$ cat config.mk
export PLATFORM = sky130hd
export DESIGN_NAME = issue_scheduler_flat
export DESIGN_NICKNAME = d
export VERILOG_FILES = /design/src/rtl/issue_scheduler_pkg.sv /design/src/rtl/issue_scheduler_if.sv /design/src/rtl/issue_scheduler_decode.sv /design/src/rtl/issue_scheduler.sv /design/src/flat_wrapper.sv
export SDC_FILE = /design/constraint.sdc
export NUM_CORES = 1
export LEC_CHECK = 0
export BUFFER_PORTS_ARGS = -buffer_cell sky130_fd_sc_hd__buf_2
export CAP_MARGIN = 20
export CORE_MARGIN = 2
export CORE_UTILIZATION = 59
export CTS_CLUSTER_SIZE = 28
export DETAILED_ROUTE_END_ITERATION = 10
export GPL_TIMING_DRIVEN = 0
export PLACE_DENSITY_LB_ADDON = 0.05
export SYNTH_ARGS = -nofsm -noshare
export SYNTH_HDL_FRONTEND = slang
export SYNTH_SLANG_ARGS = --single-unit
export TNS_END_PERCENT = 10
$ cat constraint.sdc
create_clock -name clk -period 7.8 [get_ports clk]
set_input_delay 1.56 -clock clk [delete_from_list [all_inputs] [get_ports clk]]
set_output_delay 1.56 -clock clk [all_outputs]
set_load 0.02 [all_outputs]
$ cat src/rtl/issue_scheduler_pkg.sv
// Shared decode types, RV32I opcode constants and pair-hazard helper for the
// dual-issue scheduler.
package sched_pkg;

  localparam logic [6:0] OPC_LOAD   = 7'b0000011;
  localparam logic [6:0] OPC_STORE  = 7'b0100011;
  localparam logic [6:0] OPC_BRANCH = 7'b1100011;
  localparam logic [6:0] OPC_JALR   = 7'b1100111;
  localparam logic [6:0] OPC_JAL    = 7'b1101111;
  localparam logic [6:0] OPC_OP_IMM = 7'b0010011;
  localparam logic [6:0] OPC_OP     = 7'b0110011;

  localparam int unsigned LOAD_LAT_DEF = 2;

  typedef struct packed {
    logic [4:0] rs1;
    logic [4:0] rs2;
    logic [4:0] rd;
    logic       uses_rs1;
    logic       uses_rs2;
    logic       writes_rd;
    logic       is_load;
    logic       is_mem;
    logic       is_ctrl;
  } dec_t;

  typedef struct packed {
    logic       valid;
    logic [4:0] rd;
  } sb_entry_t;

  // Intra-pair conflicts that keep the younger instruction out of slot1.
  function automatic logic pair_blocked(dec_t i0, dec_t i1);
    logic raw;
    logic waw;
    raw = i0.writes_rd &&
          ((i1.uses_rs1 && (i1.rs1 == i0.rd)) || (i1.uses_rs2 && (i1.rs2 == i0.rd)));
    waw = i0.writes_rd && i1.writes_rd && (i1.rd == i0.rd);
    return raw || waw || (i0.is_mem && i1.is_mem) || i0.is_ctrl;
  endfunction

endpackage

$ cat src/rtl/issue_scheduler_if.sv
// Fetch-window / issue-slot bus between fetch, scheduler and execute.
interface issue_scheduler_if;
  logic        nothing_filled;
  logic [31:0] instruction0;
  logic [31:0] instruction1;
  logic        ex_ready;
  logic        freeze1;
  logic        freeze2;
  logic        dependency_on_ins2;
  logic        issue0_valid;
  logic        issue1_valid;
  logic [31:0] issue0_instr;
  logic [31:0] issue1_instr;

  modport master (
    output nothing_filled, instruction0, instruction1, ex_ready,
    input  freeze1, freeze2, dependency_on_ins2,
    input  issue0_valid, issue1_valid, issue0_instr, issue1_instr
  );

  modport slave (
    input  nothing_filled, instruction0, instruction1, ex_ready,
    output freeze1, freeze2, dependency_on_ins2,
    output issue0_valid, issue1_valid, issue0_instr, issue1_instr
  );
endinterface

$ cat src/rtl/issue_scheduler_decode.sv
// Combinational RV32I register-usage decoder; an all-zero word is a bubble.
module instr_decode
  import sched_pkg::*;
(
  input  logic [31:0] instr,
  output dec_t        dec
);

  logic [6:0] opc;
  logic       bubble;

  always_comb begin
    opc    = instr[6:0];
    bubble = (instr == '0);
    dec    = '0;
    dec.rs1 = instr[19:15];
    dec.rs2 = instr[24:20];
    dec.rd  = instr[11:7];
    dec.uses_rs1 = (opc == OPC_LOAD) || (opc == OPC_STORE) || (opc == OPC_BRANCH) ||
                   (opc == OPC_JALR) || (opc == OPC_OP_IMM) || (opc == OPC_OP);
    dec.uses_rs2 = (opc == OPC_STORE) || (opc == OPC_BRANCH) || (opc == OPC_OP);
    // x0 destinations are folded out here so no hazard check ever sees them.
    dec.writes_rd = !bubble && (opc != OPC_STORE) && (opc != OPC_BRANCH) &&
                    (instr[11:7] != 5'd0);
    dec.is_load = (opc == OPC_LOAD);
    dec.is_mem  = (opc == OPC_LOAD) || (opc == OPC_STORE);
    dec.is_ctrl = (opc == OPC_BRANCH) || (opc == OPC_JAL) || (opc == OPC_JALR);
  end

endmodule

$ cat src/rtl/issue_scheduler.sv
// Dual-issue scheduler: pair/load-use hazard checks, fetch control, registered
// issue slots, load scoreboard and performance counters.
module issue_scheduler
  import sched_pkg::*;
#(
  parameter int unsigned LOAD_LAT = LOAD_LAT_DEF,
  parameter int unsigned CNT_W    = 32
) (
  input  logic             clk,
  input  logic             n_rst,
  input  logic             en,
  issue_scheduler_if.slave bus,
  output logic [CNT_W-1:0] dual_count,
  output logic [CNT_W-1:0] stall_count
);

  dec_t        d0;
  dec_t        d1;
  sb_entry_t   sb [LOAD_LAT];
  sb_entry_t   sb_in;
  logic [31:0] busy_regs;
  logic        empty;
  logic        hz0;
  logic        hz1;
  logic        issue0;
  logic        issue1;

  instr_decode u_dec0 (.instr(bus.instruction0), .dec(d0));
  instr_decode u_dec1 (.instr(bus.instruction1), .dec(d1));

  always_comb begin
    busy_regs = '0;
    for (int unsigned i = 0; i < LOAD_LAT; i++) begin
      if (sb[i].valid) busy_regs[sb[i].rd] = 1'b1;
    end
    busy_regs[0] = 1'b0;
  end

  always_comb begin
    empty  = bus.nothing_filled || (bus.instruction0 == '0);
    hz0    = (d0.uses_rs1 && busy_regs[d0.rs1]) || (d0.uses_rs2 && busy_regs[d0.rs2]);
    hz1    = (d1.uses_rs1 && busy_regs[d1.rs1]) || (d1.uses_rs2 && busy_regs[d1.rs2]);
    issue0 = !empty && bus.ex_ready && !hz0;
    issue1 = issue0 && (bus.instruction1 != '0) && !pair_blocked(d0, d1) && !hz1;

    bus.freeze2            = !empty && !bus.ex_ready;
    bus.freeze1            = !empty && bus.ex_ready && hz0;
    bus.dependency_on_ins2 = issue0 && (bus.instruction1 != '0) && !issue1;

    // Loads never pair (both are memory ops), so at most one enters per cycle.
    sb_in = '0;
    if (issue0 && d0.is_load) begin
      sb_in.valid = 1'b1;
      sb_in.rd    = d0.rd;
    end else if (issue1 && d1.is_load) begin
      sb_in.valid = 1'b1;
      sb_in.rd    = d1.rd;
    end
  end

  always_ff @(posedge clk or posedge n_rst) begin
    if (n_rst) begin
      for (int unsigned i = 0; i < LOAD_LAT; i++) sb[i] <= '0;
    end else if (en) begin
      sb[0] <= sb_in;
      for (int unsigned i = 1; i < LOAD_LAT; i++) sb[i] <= sb[i-1];
    end
  end

  always_ff @(posedge clk or posedge n_rst) begin
    if (n_rst) begin
      bus.issue0_valid <= 1'b0;
      bus.issue1_valid <= 1'b0;
      bus.issue0_instr <= '0;
      bus.issue1_instr <= '0;
    end else if (en && bus.ex_ready) begin
      bus.issue0_valid <= issue0;
      bus.issue1_valid <= issue1;
      bus.issue0_instr <= issue0 ? bus.instruction0 : '0;
      bus.issue1_instr <= issue1 ? bus.instruction1 : '0;
    end
  end

  always_ff @(posedge clk or posedge n_rst) begin
    if (n_rst) begin
      dual_count  <= '0;
      stall_count <= '0;
    end else if (en) begin
      if (issue1) dual_count <= dual_count + CNT_W'(1);
      if (bus.freeze1 || bus.freeze2) stall_count <= stall_count + CNT_W'(1);
    end
  end

endmodule

$ cat src/flat_wrapper.sv
// flat-port wrapper written by rule: the top's interface ports become plain ports
module issue_scheduler_flat import sched_pkg::*;
#(
  parameter int unsigned LOAD_LAT = LOAD_LAT_DEF,
  parameter int unsigned CNT_W    = 32
)
  (clk, n_rst, en, dual_count, stall_count, bus_nothing_filled, bus_instruction0, bus_instruction1, bus_ex_ready, bus_freeze1, bus_freeze2, bus_dependency_on_ins2, bus_issue0_valid, bus_issue1_valid, bus_issue0_instr, bus_issue1_instr);
  issue_scheduler_if bus_i ();
  input  logic clk;
  input  logic n_rst;
  input  logic en;
  output logic [CNT_W-1:0] dual_count;
  output logic [CNT_W-1:0] stall_count;
  input wire logic [$bits(bus_i.nothing_filled)-1:0] bus_nothing_filled;
  input wire logic [$bits(bus_i.instruction0)-1:0] bus_instruction0;
  input wire logic [$bits(bus_i.instruction1)-1:0] bus_instruction1;
  input wire logic [$bits(bus_i.ex_ready)-1:0] bus_ex_ready;
  output wire logic [$bits(bus_i.freeze1)-1:0] bus_freeze1;
  output wire logic [$bits(bus_i.freeze2)-1:0] bus_freeze2;
  output wire logic [$bits(bus_i.dependency_on_ins2)-1:0] bus_dependency_on_ins2;
  output wire logic [$bits(bus_i.issue0_valid)-1:0] bus_issue0_valid;
  output wire logic [$bits(bus_i.issue1_valid)-1:0] bus_issue1_valid;
  output wire logic [$bits(bus_i.issue0_instr)-1:0] bus_issue0_instr;
  output wire logic [$bits(bus_i.issue1_instr)-1:0] bus_issue1_instr;
  assign bus_i.nothing_filled = bus_nothing_filled;
  assign bus_i.instruction0 = bus_instruction0;
  assign bus_i.instruction1 = bus_instruction1;
  assign bus_i.ex_ready = bus_ex_ready;
  assign bus_freeze1 = bus_i.freeze1;
  assign bus_freeze2 = bus_i.freeze2;
  assign bus_dependency_on_ins2 = bus_i.dependency_on_ins2;
  assign bus_issue0_valid = bus_i.issue0_valid;
  assign bus_issue1_valid = bus_i.issue1_valid;
  assign bus_issue0_instr = bus_i.issue0_instr;
  assign bus_issue1_instr = bus_i.issue1_instr;
  issue_scheduler #(.LOAD_LAT(LOAD_LAT), .CNT_W(CNT_W)) u_core (.clk(clk), .n_rst(n_rst), .en(en), .bus(bus_i), .dual_count(dual_count), .stall_count(stall_count));
endmodule
==> impl_metrics.py, run 1 <==
metrics = {
    "status": {
        "status": "completed",
    },
    "global_route": {
        "grt_max_degree": 75,
        "grt_pass1_vias": 7349,
        "grt_remaining_overflow": 0,
        "grt_usage": 0.3520,
        "antenna_found_initial": 0,
        "grt_pass1_wl_um": 40480,
    },
    "cts": {
        "htreeDepth": 4,
        "cts_resized": 0,
        "clk_latency_ps": 420,
        "cts_tree": "yes",
        "cts.clk_slew.worst_paths_ps": 60,
        "ctsHoldBuffers": 0,
        "clock_path_buffers": 2,
        "numCtsBuffers": 17,
        "postCtsSetupBuffers": 0,
        "numClockSinks": 142,
        "clockRootBuffer": "clkbuf_16",
    },
    "cells_and_area": {
        "regArea_um2": 3553,
        "multiInputGateArea_um2": 4310,
        "synthToLayoutAreaGrowth_pct": 21.40,
        "finalNetCount": 1082,
        "fillers": 1051,
        "layout-drive-gt1-share": 0.2842,
        "n_antenna_cell": 0,
    },
    "timing": {
        "finalSetupViolations": 0,
        "whs_ps": 474.5,
        "layout_min_cycle_time_ps": 5547,
        "fin_crit_sh": 0.7112,
        "rsz0062_at_grt": "no",
        "worst_pin_slew_ps": 697.8,
        "skew_ps": 6.120,
        "fin_tns_setup_ps": 0,
        "drv_slew": 0,
        "fmax_mhz": 180.3,
        "hold_viol_final": 0,
        "max_slew_margin": 0.5284,
    },
    "routing": {
        "num_vias": 7883,
        "drtAntennaViolNets": 0,
        "remaining_drc_errors": 0,
        "drt_iter0_markers": 775,
        "firstDrtPassIters": 5,
        "totalWireLength_um": 25700,
        "avgViaCountPerCell": 6.547,
        "post_drt_wl_per_cell_um": 21.35,
    },
    "synthesis": {
        "synth.area.top_cells": "dfrtp_1 43%, xnor2_1 7.1%, a22o_1 6.9%",
        "seq_area_frac_synth": 0.4293,
        "synth_async_sr_flop_share": 1.000,
        "synth_common_cells": "142 x dfrtp_1, 67 x xnor2_1, 65 x a22o_1",
        "synthCells": 802,
        "synthDistinctLibCells": 78,
        "synth.cell_area_um2": 8278,
        "synth_enable_flop_cells": 0,
        "synth_area_leader_cell": "dfrtp_1",
        "synth_area_per_cell_um2": 10.32,
        "yosysMostFrequentCell": "dfrtp_1",
        "synth-seq-cells": 142,
        "synth_top_area_frac": 0.4293,
        "ys_warn_count": 0,
        "synthesis.nets": 873,
        "synthFlopType": "dfrtp_1",
    },
    "placed_design": {
        "hpwl_um": 18640,
        "gp_congestion": 1.012,
        "io_buffers": 189,
    },
    "die": {
        "die_area_um2": 14990,
        "die_h_um": 122.5,
        "row_count": 43,
        "ios": 202,
        "die_w_um": 122.5,
        "core_area_um2": 13770,
        "start_util": 0.6010,
    },
    "setup_path": {
        "start_kind": "primary input",
        "critPathCaptureType": "primary output",
        "critical_path_required_ps": 6240,
        "ff2ff_setup_slack_ps": 3940,
        "path_max_fanout": 10,
        "cp_data_arrival_time_ps": 3990,
        "critical_path_class": "in2out",
    },
    "job": {
        "cap_violations": 0,
    },
    "power_and_ir_drop": {
        "peakVddDrop_mv": 0.1399,
        "powerDensity_nw_per_um2": 203.2,
        "total_power_mw": 2.042,
        "leakage_nw": 4.621,
    },
    "worst_hold_path": {
        "hold_path.class": "reg2reg",
    },
}
==> state kept, by name (all words and copies together) (netlist names) <==
register and count:
u_core.bus.issue0_instr 32, u_core.bus.issue0_valid 1, u_core.bus.issue1_instr 32, u_core.bus.issue1_valid 1, u_core.dual_count 32, u_core.sb 12
u_core.stall_count 32
==> power breakdown <==
| group | internal, mW | switching (mW) |
|---|---|---|
| Sequential | 0.797 | 0.0555 |
| Combinational | 0.140 | 0.262 |
| Clock | 0.458 | 0.329 |
| Total | 1.40 | 0.646 |
==> through the flow <==
| stage | worst slack [ps] | utilization | cell area [µm²] | instances |
|---|---|---|---|---|
| 2_1_floorplan | 2430 | - | 8278 | 802 |
| 3_3_place_gp | 978.9 | 0.6860 | 9449 | 1171 |
| 3_5_place_dp | 2318 | 0.6884 | 9482 | 1172 |
| 4_1_cts | 2306 | 0.7297 | 10050 | 1204 |
| 5_1_grt | 2176 | 0.7297 | 10050 | 1204 |
| 6_report | 2253 | 0.7297 | 10050 | 1204 |
==> placed cells by master, fill, tap and decap left out, types with 14 or more instances in the layout <==
master,instances
clkbuf_1,39
o22ai_1,21
clkbuf_16,17
nand3_1,38
a22o_1,65
o221ai_1,14
nor2_1,35
nand4_1,34
nand2_1,37
nor4_1,15
buf_2,211
and3_1,24
dfrtp_1,142
inv_1,18
xnor2_1,67
nor3_1,17
==> metal layers <==
metal | routed length, µm | up-vias | GRT usage
met4 | 650 | 0 | 0.1171
li1 | - | 3488 | -
met5 | 0 | - | 0
met1 | 10900 | 3863 | 0.5070
met2 | 11470 | 480 | 0.5278
met3 | 2676 | 52 | 0.07993
==> layout make-up <==
type,count,share of cell area
multi-input cells,571,0.4289
inverters,19,0.007595
clock inverters,11,0.01071
clock buffers,21,0.04582
well taps,180,0.02241
repair buffers,190,0.09686
flip-flops and latches,142,0.3536
plain buffers,70,0.03411
==> worst paths after layout <==
kind | end | depth (start not counted) | start
setup reg to reg | u_core.sb[11] | 12 | u_core.sb[1]
hold / removal | u_core.dual_count[31] | 1 | u_core.dual_count[31]
min in group asynchronous | u_core.bus.issue1_instr[1] | 2 | n_rst
setup / recovery | bus_dependency_on_ins2 | 10 | bus_instruction1[15]
max in group asynchronous | u_core.bus.issue0_instr[17] | 3 | n_rst
hold reg to reg | u_core.dual_count[31] | 1 | u_core.dual_count[31]
==> critical path, cell delays in order <==
cell	delay (ps)
clkbuf_1	330
clkbuf_1	490
o221ai_1	240
o211ai_1	150
o2111a_1	270
a2111oi_4	50
or4_4	460
o21ai_0	180
nor2_1	50
buf_2	190
==> cells by family (layout without fill, tap and decap cells) <==
kind of cell	count (synthesis)	after routing	share of synthesized area
mux	31	31	0.05003
flops	142	142	0.4293
buf+inv	89	311	0.05003
xor+xnor	76	76	0.08041
compound gates	189	189	0.1924
simple gates	273	273	0.1948
fa+ha+maj	2	2	0.003022
Power figures use the tool's default switching activity.
==> inputs of run 2 (changes only) <==
- CORE_UTILIZATION: 59 -> 54
- clock period: 7.8 -> 5.7 ns (I/O delays scaled with it)
==> impl_metrics.py, run 2 (synthesis gave the netlist of run 1 again) <==
metrics = {
    "global_route": {
        "use_met2": 0.4558,
        "groute.layer.met3.usage": 0.07930,
        "gr-usage-met1": 0.4487,
        "grt_most_used_layer": "met2",
        "antenna_found_initial": 0,
        "grt_pass1_wl_um": 40050,
        "grt_max_degree": 93,
        "grt_remaining_overflow": 0,
        "grt_pass1_vias": 7372,
        "grt_usage": 0.3139,
    },
    "die": {
        "die_h_um": 127.8,
        "start_util": 0.5486,
        "row_count": 45,
        "core_area_um2": 15090,
        "die_area_um2": 16340,
        "die_w_um": 127.8,
        "ios": 202,
    },
    "placed_design": {
        "post_dp_cell_area_um2": 9492,
        "gp_congestion": 0.9742,
        "hpwl_um": 18540,
        "io_buffers": 189,
        "pre_cts_ws_ps": 1071,
    },
    "power_and_ir_drop": {
        "powerDensity_nw_per_um2": 277.7,
        "peakVddDrop_mv": 0.2172,
        "total_power_mw": 2.798,
        "leakage_nw": 4.643,
    },
    "setup_path": {
        "crit_start": "u_core.sb[11]",
        "path_max_fanout": 10,
        "rr_worst_depth": 12,
        "start_kind": "register",
        "critical_path_required_ps": 4560,
        "r2r_end": "u_core.sb[11]",
        "cp_data_arrival_time_ps": 3620,
        "endpoint": "bus_freeze1",
        "critPathCaptureType": "primary output",
        "ff2ff_setup_slack_ps": 1730,
        "critical_path_class": "reg2out",
        "r2r_start": "u_core.sb[11]",
    },
    "cells_and_area": {
        "final_area_um2": 10070,
        "layout-drive-gt1-share": 0.2852,
        "final_common_cell": "buf_2",
        "synthToLayoutAreaGrowth_pct": 21.71,
        "finalNetCount": 1082,
        "final_cell_mix": "211 x buf_2, 142 x dfrtp_1, 67 x xnor2_1",
    },
    "cts": {
        "postCtsSetupBuffers": 0,
        "htreeDepth": 4,
        "ctsHoldBuffers": 0,
        "numClockSinks": 142,
        "cts.clk_slew.worst_paths_ps": 60,
        "cts_tree": "yes",
        "clock_path_buffers": 2,
        "clk_latency_ps": 430,
        "numCtsBuffers": 17,
        "cts_resized": 0,
        "clockRootBuffer": "clkbuf_16",
    },
    "routing": {
        "drtAntennaViolNets": 0,
        "totalWireLength_um": 25400,
        "remaining_drc_errors": 0,
        "firstDrtPassIters": 5,
        "num_vias": 7807,
        "avgViaCountPerCell": 6.436,
        "post_drt_wl_per_cell_um": 20.94,
        "drt_iter0_markers": 694,
    },
    "job": {
        "cap_violations": 0,
    },
    "timing": {
        "drv_slew": 0,
        "layout_min_cycle_time_ps": 4763,
        "skew_ps": 8.355,
        "max_slew_margin": 0.4373,
        "rsz0062_at_grt": "no",
        "fin_crit_sh": 0.8356,
        "fmax_mhz": 210.0,
        "fin_tns_setup_ps": 0,
        "worst_pin_slew_ps": 844.0,
        "finalSetupViolations": 0,
        "finalWorstSetupSlack_ps": 937.2,
        "hold_viol_final": 0,
    },
    "worst_hold_path": {
        "whs_path_depth": 1,
        "hold_path.class": "reg2reg",
    },
    "status": {
        "status": "completed",
    },
}
==> run 2: cell types whose count changed in the layout (fill, tap and decap cells not counted), sizes merged <==
cell and delta:
inv +3, clkbuf -1, diode +1, clkinvlp -4, clkinv +2
==> run 2: metal layers <==
metal / up-vias / part of all wire / wire, µm
li1: 3508 / - / -
met1: 3844 / 0.45 / 11330
met2: 391 / 0.43 / 11010
met3: 64 / 0.088 / 2242
met4: 0 / 0.032 / 821
met5: - / 0 / 0
==> run 2: worst max-delay path, stage by stage, from the launching register on <==
cell	delay, ps
dfrtp_1	380
buf_2	180
and4bb_2	280
a32oi_1	660
mux4_2	390
nor3_1	40
o311ai_0	500
o211ai_2	340
and3_1	270
buf_2	160
==> run 2: final cells by class <==
type                       instances  area [µm²]
fill                            1260        5015
multi-input combinational        571        4310
sequential                       142        3553
timing repair buffer             190       973.4
clock buffer                      20       456.7
buffer                            70       342.8
tap                              188       235.2
clock inverter                    12       123.9
inverter                          19       76.32
antenna                            1       2.502
==> run 2: where the power goes <==
group / switching (mW) / internal (mW)
Combinational: 0.349 / 0.191
Clock: 0.460 / 0.634
Sequential: 0.0726 / 1.09
Total: 0.882 / 1.92
==> run 2: through the flow <==
stage	std cells	hold slack [ps]	util
2_1_floorplan	802	581.8	-
3_3_place_gp	1179	455.0	0.6269
3_5_place_dp	1180	460.4	0.6290
4_1_cts	1212	469.9	0.6675
5_1_grt	1212	490.7	0.6675
6_report	1213	467.0	0.6677
==> run 2: how the worst min path moves through the flow <==
stage | from | to
floorplan | u_core.stall_count[31] | u_core.stall_count[31]
global placement | u_core.dual_count[31] | u_core.dual_count[31]
detailed placement | u_core.bus.issue0_valid | u_core.bus.issue0_valid
CTS | u_core.dual_count[31] | u_core.dual_count[31]
global route | u_core.dual_count[31] | u_core.dual_count[31]
finish | u_core.dual_count[31] | u_core.dual_count[31]
==> inputs of run 3 (changes only) <==
- clock period: 5.7 -> 4.5 ns (I/O delays scaled with it)
==> impl_metrics.py, run 3 (synthesis gave the netlist of run 1 again) <==
metrics = {
    "routing": {
        "totalWireLength_um": 25160,
        "remaining_drc_errors": 0,
        "avgViaCountPerCell": 6.357,
        "drtAntennaViolNets": 0,
        "post_drt_wl_per_cell_um": 20.67,
        "num_vias": 7736,
        "drt_iter0_markers": 765,
        "firstDrtPassIters": 6,
    },
    "worst_hold_path": {
        "hold_start": "u_core.dual_count[31]",
        "hold_path.class": "reg2reg",
        "holdPathEnd": "u_core.dual_count[31]",
        "whs_path_depth": 1,
    },
    "placed_design": {
        "hpwl_um": 18790,
        "gp_congestion": 0.9464,
        "post_dp_cell_area_um2": 9523,
        "io_buffers": 189,
        "dp_cells": 1182,
    },
    "cells_and_area": {
        "layout-drive-gt1-share": 0.2935,
        "fillers": 1254,
        "final_cells": 1217,
        "finalNetCount": 1087,
        "regArea_um2": 3553,
        "final_area_um2": 10170,
        "final_cell_mix": "211 x buf_2, 142 x dfrtp_1, 67 x xnor2_1",
        "fin_util": 0.6743,
        "final_common_cell": "buf_2",
        "n_antenna_cell": 0,
        "synthToLayoutAreaGrowth_pct": 22.91,
        "multiInputGateArea_um2": 4342,
    },
    "cts": {
        "cts.clk_slew.worst_paths_ps": 60,
        "clock_path_buffers": 2,
        "ctsHoldBuffers": 0,
        "numClockSinks": 142,
        "cts_tree": "yes",
        "numCtsBuffers": 17,
        "htreeDepth": 4,
        "clk_latency_ps": 420,
        "clockRootBuffer": "clkbuf_16",
    },
    "status": {
        "status": "completed",
    },
    "power_and_ir_drop": {
        "power_frac_comb": 0.193,
        "leakage_nw": 4.691,
        "power.share.sequential": 0.411,
        "internal-power_mw": 2.471,
        "p_sw_mw": 1.116,
        "p_sw_frac": 0.3112,
        "pwr-share-clk": 0.397,
        "powerDensity_nw_per_um2": 352.5,
        "peakVddDrop_mv": 0.2788,
    },
    "die": {
        "start_util": 0.5486,
        "ios": 202,
        "die_h_um": 127.8,
        "core_area_um2": 15090,
        "row_count": 45,
        "die_area_um2": 16340,
        "die_w_um": 127.8,
    },
    "timing": {
        "finalSetupViolations": 0,
        "fmax_mhz": 230.1,
        "fin_crit_sh": 0.9658,
        "layout_min_cycle_time_ps": 4346,
        "fin_tns_setup_ps": 0,
        "whs_ps": 466.3,
        "hold_viol_final": 0,
        "skew_ps": 11.28,
        "drv_slew": 0,
        "max_slew_margin": 0.5103,
        "worst_pin_slew_ps": 724.7,
        "rsz0062_at_grt": "no",
    },
    "setup_path": {
        "critical_path_class": "reg2out",
        "critPathTopFamily": "simple AND/OR/NAND/NOR gates",
        "r2r_start": "u_core.sb[11]",
        "critical_path_required_ps": 3600,
        "cpMostUsedCell": "buf_2",
        "cpPeakStageDelay_ps": 560,
        "critPathCaptureType": "primary output",
        "cp_data_arrival_time_ps": 3450,
        "start_kind": "register",
        "rr_worst_depth": 12,
        "critPathSlowestCell": "or4b_4",
        "crit_chain": "buf_2 > or4b_4 > o32a_1 > mux4_2 > and3_4 > a2111oi_4 > or4_4 > o21ai_0 > nor2_1 > buf_2",
        "r2r_end": "u_core.sb[11]",
        "ff2ff_setup_slack_ps": 870,
        "cp_num_buf_inv": 2,
        "path_max_fanout": 9,
    },
    "global_route": {
        "grt_pass1_wl_um": 39230,
        "grt_remaining_overflow": 0,
        "antenna_found_initial": 1,
        "grt_pass1_vias": 7039,
        "grt_usage": 0.3072,
        "grt_max_degree": 44,
    },
    "job": {
        "cap_violations": 0,
    },
}
-- run 3: power groups by stage --
stage	logic [mW]	registers, mW	clock network, mW
after floorplan	0.303	1.61	0
after global routing	0.745	1.49	1.50
after global placement	0.677	1.49	0
after CTS	0.693	1.47	1.44
after detailed placement	0.691	1.49	0
final	0.691	1.47	1.42
-- run 3: worst max path at each step --
stage                         startpoint                endpoint  slack (ps)  cells past startpoint
detailed placement  bus_instruction0[15]             bus_freeze1         300                      9
finish                      u_core.sb[2]  bus_dependency_on_ins2         150                     10
global route               u_core.sb[11]  bus_dependency_on_ins2           6                     10
global placement    bus_instruction0[15]             bus_freeze1         270                      9
CTS                        u_core.sb[10]  bus_dependency_on_ins2          90                     10
floorplan           bus_instruction0[18]             bus_freeze1         830                      8
-- run 3: what timing repair did --
action | 4_1_cts | 5_1_grt
setup endpoints to repair | 0 | 1
gates resized for setup | 0 | 5
endpoints found under the hold margin | 0 | 0
buffers inserted | 0 | 3
-- run 3: stage by stage --
| step | setup slack (ps) | power, mW |
|---|---|---|
| 6_report | 153.7 | 3.587 |
| 5_1_grt | 5.801 | 3.729 |
| 4_1_cts | 87.51 | 3.605 |
| 3_5_place_dp | 295.2 | 2.181 |
| 3_3_place_gp | 272.9 | 2.168 |
| 2_1_floorplan | 834.9 | 1.912 |
-- run 3: routing by layer --
metal  up-vias  GRT usage  routed length [µm]
met1      3731     0.4604               11100
met2       451     0.4577               11110
met5         -          0                  13
met4         2    0.07822                 371
met3        41    0.06344                2565
li1       3511          -                   -
-- run 3: layout make-up --
class	count	area share
clock buffer	19	0.04353
sequential	142	0.3492
timing repair buffer	195	0.1011
buffer	70	0.03369
clock inverter	13	0.01525
tap	188	0.02312
multi-input combinational	571	0.4267
inverter	19	0.007378
-- run 3: worst reg2reg max path, stage by stage (launching register included) --
cell and delay (ps):
dfrtp_1 390, buf_2 190, and4bb_2 280, a32oi_1 570, mux4_2 360, nor3_1 40
o311ai_0 400, o211ai_2 300, nor2_1 260, buf_2 260, buf_2 270, o21ai_0 140
o21ai_0 90
